`config.mk`:
```
export PLATFORM = sky130hd
export DESIGN_NAME = param_matrix_multiplier
export DESIGN_NICKNAME = d
export VERILOG_FILES = /design/src/rtl/param_matrix_multiplier.sv
export SDC_FILE = /design/constraint.sdc
export NUM_CORES = 2
export LEC_CHECK = 0
export ABC_AREA = 0
export CORE_MARGIN = 2
export CORE_UTILIZATION = 58
export CTS_BUF_LIST = sky130_fd_sc_hd__clkbuf_8
export DETAILED_ROUTE_END_ITERATION = 16
export GPL_TIMING_DRIVEN = 0
export PLACE_DENSITY = 0.75
export SETUP_SLACK_MARGIN = 0.2
export SYNTH_ARGS = -nofsm -noshare
export SYNTH_HDL_FRONTEND = slang
export SYNTH_SLANG_ARGS = --single-unit
```
`constraint.sdc`:
```
create_clock -name clk -period 21.8 [get_ports clk]
set_input_delay 3.27 -clock clk [delete_from_list [all_inputs] [get_ports clk]]
set_output_delay 3.27 -clock clk [all_outputs]
set_load 0.005 [all_outputs]
```
`src/rtl/param_matrix_multiplier.sv`:
```
// Sequential integer matrix multiplier Z = A * B (or A * B^T), one MAC per cycle,
// with fixed-point scaling, saturation and a strobe/ack result handshake.
module param_matrix_multiplier #(
    parameter int M      = 4,
    parameter int K      = 4,
    parameter int N      = 4,
    parameter int DATA_W = 32,
    parameter int FRAC   = 0,
    parameter int ACC_W  = 2 * DATA_W + $clog2(K + 1),
    localparam int MAXD  = (M > K) ? ((M > N) ? M : N) : ((K > N) ? K : N),
    localparam int IDX_W = (MAXD > 1) ? $clog2(MAXD) : 1
) (
    input  logic              clk,
    input  logic              rst,
    input  logic              start,
    input  logic              trans_b,
    input  logic [DATA_W-1:0] a_in,
    input  logic [DATA_W-1:0] b_in,
    output logic [IDX_W-1:0]  a_i,
    output logic [IDX_W-1:0]  a_j,
    output logic [IDX_W-1:0]  b_i,
    output logic [IDX_W-1:0]  b_j,
    output logic [DATA_W-1:0] z_out,
    output logic [IDX_W-1:0]  z_i,
    output logic [IDX_W-1:0]  z_j,
    output logic              z_stb,
    input  logic              z_ack,
    output logic              busy,
    output logic              done,
    output logic              sat
);

    typedef enum logic [1:0] {S_IDLE, S_MAC, S_OUT, S_DONE} state_t;

    localparam logic signed [ACC_W-1:0] Z_MAX = {{(ACC_W-DATA_W+1){1'b0}}, {(DATA_W-1){1'b1}}};
    localparam logic signed [ACC_W-1:0] Z_MIN = ~Z_MAX;

    state_t                    state_q, state_d;
    logic [IDX_W-1:0]          i_q, i_d, j_q, j_d, k_q, k_d;
    logic signed [ACC_W-1:0]   acc_q, acc_d;
    logic                      trans_q, trans_d;
    logic [IDX_W-1:0]          a_i_q, a_i_d, a_j_q, a_j_d, b_i_q, b_i_d, b_j_q, b_j_d;
    logic [DATA_W-1:0]         z_out_q, z_out_d;
    logic [IDX_W-1:0]          z_i_q, z_i_d, z_j_q, z_j_d;
    logic                      z_stb_q, z_stb_d, busy_q, busy_d, done_q, done_d, sat_q, sat_d;

    logic signed [2*DATA_W-1:0] prod;
    logic signed [ACC_W-1:0]    sum;
    logic signed [ACC_W-1:0]    shifted;

    always_comb begin
        state_d = state_q;
        i_d     = i_q;
        j_d     = j_q;
        k_d     = k_q;
        acc_d   = acc_q;
        trans_d = trans_q;
        a_i_d   = a_i_q;
        a_j_d   = a_j_q;
        b_i_d   = b_i_q;
        b_j_d   = b_j_q;
        z_out_d = z_out_q;
        z_i_d   = z_i_q;
        z_j_d   = z_j_q;
        z_stb_d = z_stb_q;
        busy_d  = busy_q;
        done_d  = done_q;
        sat_d   = sat_q;

        prod    = (2*DATA_W)'($signed(a_in)) * (2*DATA_W)'($signed(b_in));
        sum     = acc_q + ACC_W'(prod);
        shifted = sum >>> FRAC;

        unique case (state_q)
            S_IDLE, S_DONE: begin
                if (start) begin
                    state_d = S_MAC;
                    i_d     = '0;
                    j_d     = '0;
                    k_d     = '0;
                    acc_d   = '0;
                    trans_d = trans_b;
                    a_i_d   = '0;
                    a_j_d   = '0;
                    b_i_d   = '0;
                    b_j_d   = '0;
                    busy_d  = 1'b1;
                    done_d  = 1'b0;
                    sat_d   = 1'b0;
                end
            end
            S_MAC: begin
                acc_d = sum;
                if (k_q == IDX_W'(K - 1)) begin
                    state_d = S_OUT;
                    z_stb_d = 1'b1;
                    z_i_d   = i_q;
                    z_j_d   = j_q;
                    if (shifted > Z_MAX) begin
                        z_out_d = Z_MAX[DATA_W-1:0];
                        sat_d   = 1'b1;
                    end else if (shifted < Z_MIN) begin
                        z_out_d = Z_MIN[DATA_W-1:0];
                        sat_d   = 1'b1;
                    end else begin
                        z_out_d = shifted[DATA_W-1:0];
                    end
                end else begin
                    // Index outputs are registered one step ahead so they match k during each MAC cycle.
                    k_d   = k_q + 1'b1;
                    a_j_d = k_q + 1'b1;
                    if (trans_q) b_j_d = k_q + 1'b1;
                    else         b_i_d = k_q + 1'b1;
                end
            end
            S_OUT: begin
                if (z_ack) begin
                    z_stb_d = 1'b0;
                    if (i_q == IDX_W'(M - 1) && j_q == IDX_W'(N - 1)) begin
                        state_d = S_DONE;
                        busy_d  = 1'b0;
                        done_d  = 1'b1;
                    end else begin
                        if (j_q == IDX_W'(N - 1)) begin
                            i_d = i_q + 1'b1;
                            j_d = '0;
                        end else begin
                            j_d = j_q + 1'b1;
                        end
                        state_d = S_MAC;
                        acc_d   = '0;
                        k_d     = '0;
                        a_i_d   = i_d;
                        a_j_d   = '0;
                        b_i_d   = trans_q ? j_d : '0;
                        b_j_d   = trans_q ? '0 : j_d;
                    end
                end
            end
            default: state_d = S_IDLE;
        endcase
    end

    always_ff @(posedge clk) begin
        if (rst) begin
            state_q <= S_IDLE;
            i_q     <= '0;
            j_q     <= '0;
            k_q     <= '0;
            acc_q   <= '0;
            trans_q <= 1'b0;
            a_i_q   <= '0;
            a_j_q   <= '0;
            b_i_q   <= '0;
            b_j_q   <= '0;
            z_out_q <= '0;
            z_i_q   <= '0;
            z_j_q   <= '0;
            z_stb_q <= 1'b0;
            busy_q  <= 1'b0;
            done_q  <= 1'b0;
            sat_q   <= 1'b0;
        end else begin
            state_q <= state_d;
            i_q     <= i_d;
            j_q     <= j_d;
            k_q     <= k_d;
            acc_q   <= acc_d;
            trans_q <= trans_d;
            a_i_q   <= a_i_d;
            a_j_q   <= a_j_d;
            b_i_q   <= b_i_d;
            b_j_q   <= b_j_d;
            z_out_q <= z_out_d;
            z_i_q   <= z_i_d;
            z_j_q   <= z_j_d;
            z_stb_q <= z_stb_d;
            busy_q  <= busy_d;
            done_q  <= done_d;
            sat_q   <= sat_d;
        end
    end

    assign a_i   = a_i_q;
    assign a_j   = a_j_q;
    assign b_i   = b_i_q;
    assign b_j   = b_j_q;
    assign z_out = z_out_q;
    assign z_i   = z_i_q;
    assign z_j   = z_j_q;
    assign z_stb = z_stb_q;
    assign busy  = busy_q;
    assign done  = done_q;
    assign sat   = sat_q;

endmodule

```
==> results.tsv <==
stage	metric	value	unit
floorplanning	Die Y	288	µm
floorplanning	I/O pin count	117	
placed_design	dpl cell area	0.0493	mm²
synth	post-synthesis mux area share	0.222	%
setup_path	Critical R2R Launch	acc_q[27]	
cells_and_area	Final nets	6831	
cells_and_area	post-route cell area	0.0497	mm²
synth	Avg Inst Size Synth	9.07	µm²
cells_and_area	fraction of layout cells with a size suffix above 1	1.79	%
synth	ys async rst share	0	%
timing	setup TNS	0	ps
setup_path	Crit Path Max Fanout	19	
timing	Least-Margin Pin Slew	1620	ps
setup_path	CP endpoint kind	flip-flop	
cells_and_area	max reg flops	67	
synth	EDFF count, synth	0	
global_routing	remaining global-route overflow	0	
cts	Post-CTS Resized	0	
cts	Hold Buf Count CTS	0	
detailed_routing	vias	37000	
floorplanning	std cell rows	104	
run	MaxCap Viol Count	1	
status	failing checks	max-capacitance violations, max-slew violations	
synth	post-synthesis xor/xnor area fraction	1.03	%
synth	#FFs+latches synth	120	
global_routing	total track usage	40.1	%
synth	Seq/Total Area, Yosys	5.14	%
synth	Synth cell types	88	
cts	Bufs on Longest Clock Path	2	
setup_path	CP required	22140	ps
synth	post-synthesis compound-gate area fraction	6.12	%
global_routing	largest net degree at the start of global routing	31	
setup_path	Crit Path Category	in2reg	
cells_and_area	P&R area growth vs syn	6.35	%
timing	clock period minus worst slack	14980	ps
synth	Synth Warn #	0	
floorplanning	Die ar.	0.0829	mm²
cells_and_area	register area	0.00240	mm²
global_routing	first-pass GRT wire length	243	mm
global_routing	vias in the first global route	38900	
synth	top cells by area, synth	fa_1 53%, inv_1 9.8%, nand2_1 6.2%	
synth	area share of the largest cell type after synthesis	53.2	%
placed_design	dpl hpwl	139	mm
detailed_routing	vias per cell	5.81	
detailed_routing	DR WL/cell	24.9	µm
detailed_routing	drt pass-1 iters	8	
status	status	complete, but fails checks	
cells_and_area	fin cells	6369	
detailed_routing	Routed WL	158	mm
timing	Tcrit/Tclk final	68.7	%
synth	largest family of logic cells by synthesized area	adder cells	
detailed_routing	drc violations	0	
detailed_routing	post-route ant nets	0	
placed_design	# port buffers	116	
synth	Post-Synth Adder-Cell Area	59.4	%
cells_and_area	multi-input logic area	0.0386	mm²
cts	clock slew at reported path FFs	70	ps
floorplanning	core area	0.0802	mm²
floorplanning	initial core utilization	58.3	%
cells_and_area	Fillers	6928	
hold_path	Hold WC Path Type	reg2reg	
synth	Mapped Cells	5151	
timing	Fin. Hold Viols	0	
timing	final setup vio count	0	
timing	Max Slew Vio Count	7	
detailed_routing	drt initial violations	3517	
timing	Rel. slew slack	-8.54	%
floorplanning	die width	288	µm
placed_design	gpl congestion	1.03	
cts	CTS tree	yes	
cts	htree depth	4	
cts	Post-CTS Setup Inserts	0	
placed_design	placed cells	6330	
hold_path	Hold Crit Start	acc_q[6]	
setup_path	Data arrival, critical path	15320	ps
setup_path	crit path from	a_in[31]	
synth	largest area contributor in the netlist	fa_1	
synth	Syn Nets	6693	
cells_and_area	Top reg by flops	acc_q	
cts	clk_lat worst skew	490	ps
cts	Num CTS Buffers	17	
timing	RSZ-0062 raised after global routing	no	
synth	post-synthesis simple-gate area fraction	15.9	%
cts	clk root buf	clkbuf_8	
synth	ys flop type	dfxtp_1	
global_routing	initial antenna violation count	3	
cts	clock sinks	120	
synth	Post-Synthesis Cell Area	0.0467	mm²
timing	fmax	66.8	MHz
setup_path	critical path startpoint category	input pin	
timing	Setup Skew	14.2	ps
[layout by cell type, fill, tap and decap left out, drive strengths merged, types with 25 or more instances in the layout]
| master | netlist | routed |
|---|---|---|
| fa | 1243 | 1243 |
| a21oi | 113 | 113 |
| and2 | 361 | 361 |
| ha | 230 | 230 |
| dfxtp | 120 | 120 |
| buf | 28 | 31 |
| o21ai | 72 | 72 |
| nand2 | 777 | 777 |
| nand3 | 58 | 58 |
| clkbuf | 258 | 278 |
| nor3 | 32 | 32 |
| inv | 1219 | 1224 |
| xnor2 | 36 | 36 |
| a41oi | 25 | 25 |
| a22oi | 52 | 52 |
| nand4 | 37 | 37 |
| and3 | 35 | 35 |
| a211oi | 25 | 25 |
| clkdlybuf4s50 | 0 | 116 |
| nor2 | 194 | 194 |
[stage by stage]
stage / util [%] / worst slack (ps) / hold WS [ps]
CTS: 62.0 / 7270 / 459
global route: 62.0 / 6600 / 494
finish: 62.0 / 6820 / 459
floorplan: - / 9330 / 432
global placement: 61.4 / 6030 / 440
detailed placement: 61.5 / 6790 / 448
[final cells by class]
class	instances	share of cell area, %
buffer	286	2.29
sequential	120	4.83
multi-input combinational	3526	77.7
clock inverter	12	0.254
clock buffer	20	0.554
timing repair buffer	119	2.46
tap	1060	2.67
inverter	1219	9.21
antenna	7	0.0352
[worst max-delay path, stage by stage]
cell and delay [ps]:
clkdlybuf4s50_1 730, clkbuf_1 630, nand2_1 310, inv_1 160, fa_1 520, fa_1 660
fa_1 510, inv_1 900, fa_1 600, fa_1 510, inv_1 50, fa_1 530
inv_1 60, fa_1 470, fa_1 510, inv_1 50, ha_1 300, clkbuf_1 380
nand4_1 290, nor4_1 450, o311a_1 220, a21boi_2 420, o2111ai_1 200, and3_1 210
nor3_1 1250, o311ai_0 500, o211ai_1 470, a211oi_1 100
[synthesized netlist by cell type, types with 33 or more instances]
library cell	count
fa_1	1243
inv_1	1219
nand2_1	777
and2_1	360
clkbuf_1	258
ha_1	230
nor2_1	194
dfxtp_1	120
a21oi_1	112
o21ai_0	68
nand3_1	56
a22oi_1	52
nand4_1	36
xnor2_1	36
and3_1	33
[logic make-up after synthesis]
group,count (synthesis)
buf+inv,1505
simple gates,1572
mux,10
xor+xnor,55
flops,120
compound gates,416
fa+ha+maj,1473
[metal layers]
layer  track usage (%)  vias to the layer above  wire length, µm
met1              55.6                    18900            61400
met4              18.8                        4             9030
met2              60.0                     2167            69600
met5                 0                        -               20
met3              9.48                      433            18400
li1                  -                    15500                -
[final timing paths]
path / end / slack (ps) / cells past startpoint
max reg2reg: z_out[2] / 12000 / 27
min: acc_q[6] / 460 / 2
max: z_out[2] / 6820 / 28
min reg2reg: acc_q[6] / 460 / 2
Power is not shown: default switching activity piles up to over one toggle a cycle in this logic, so the estimate is an artifact.
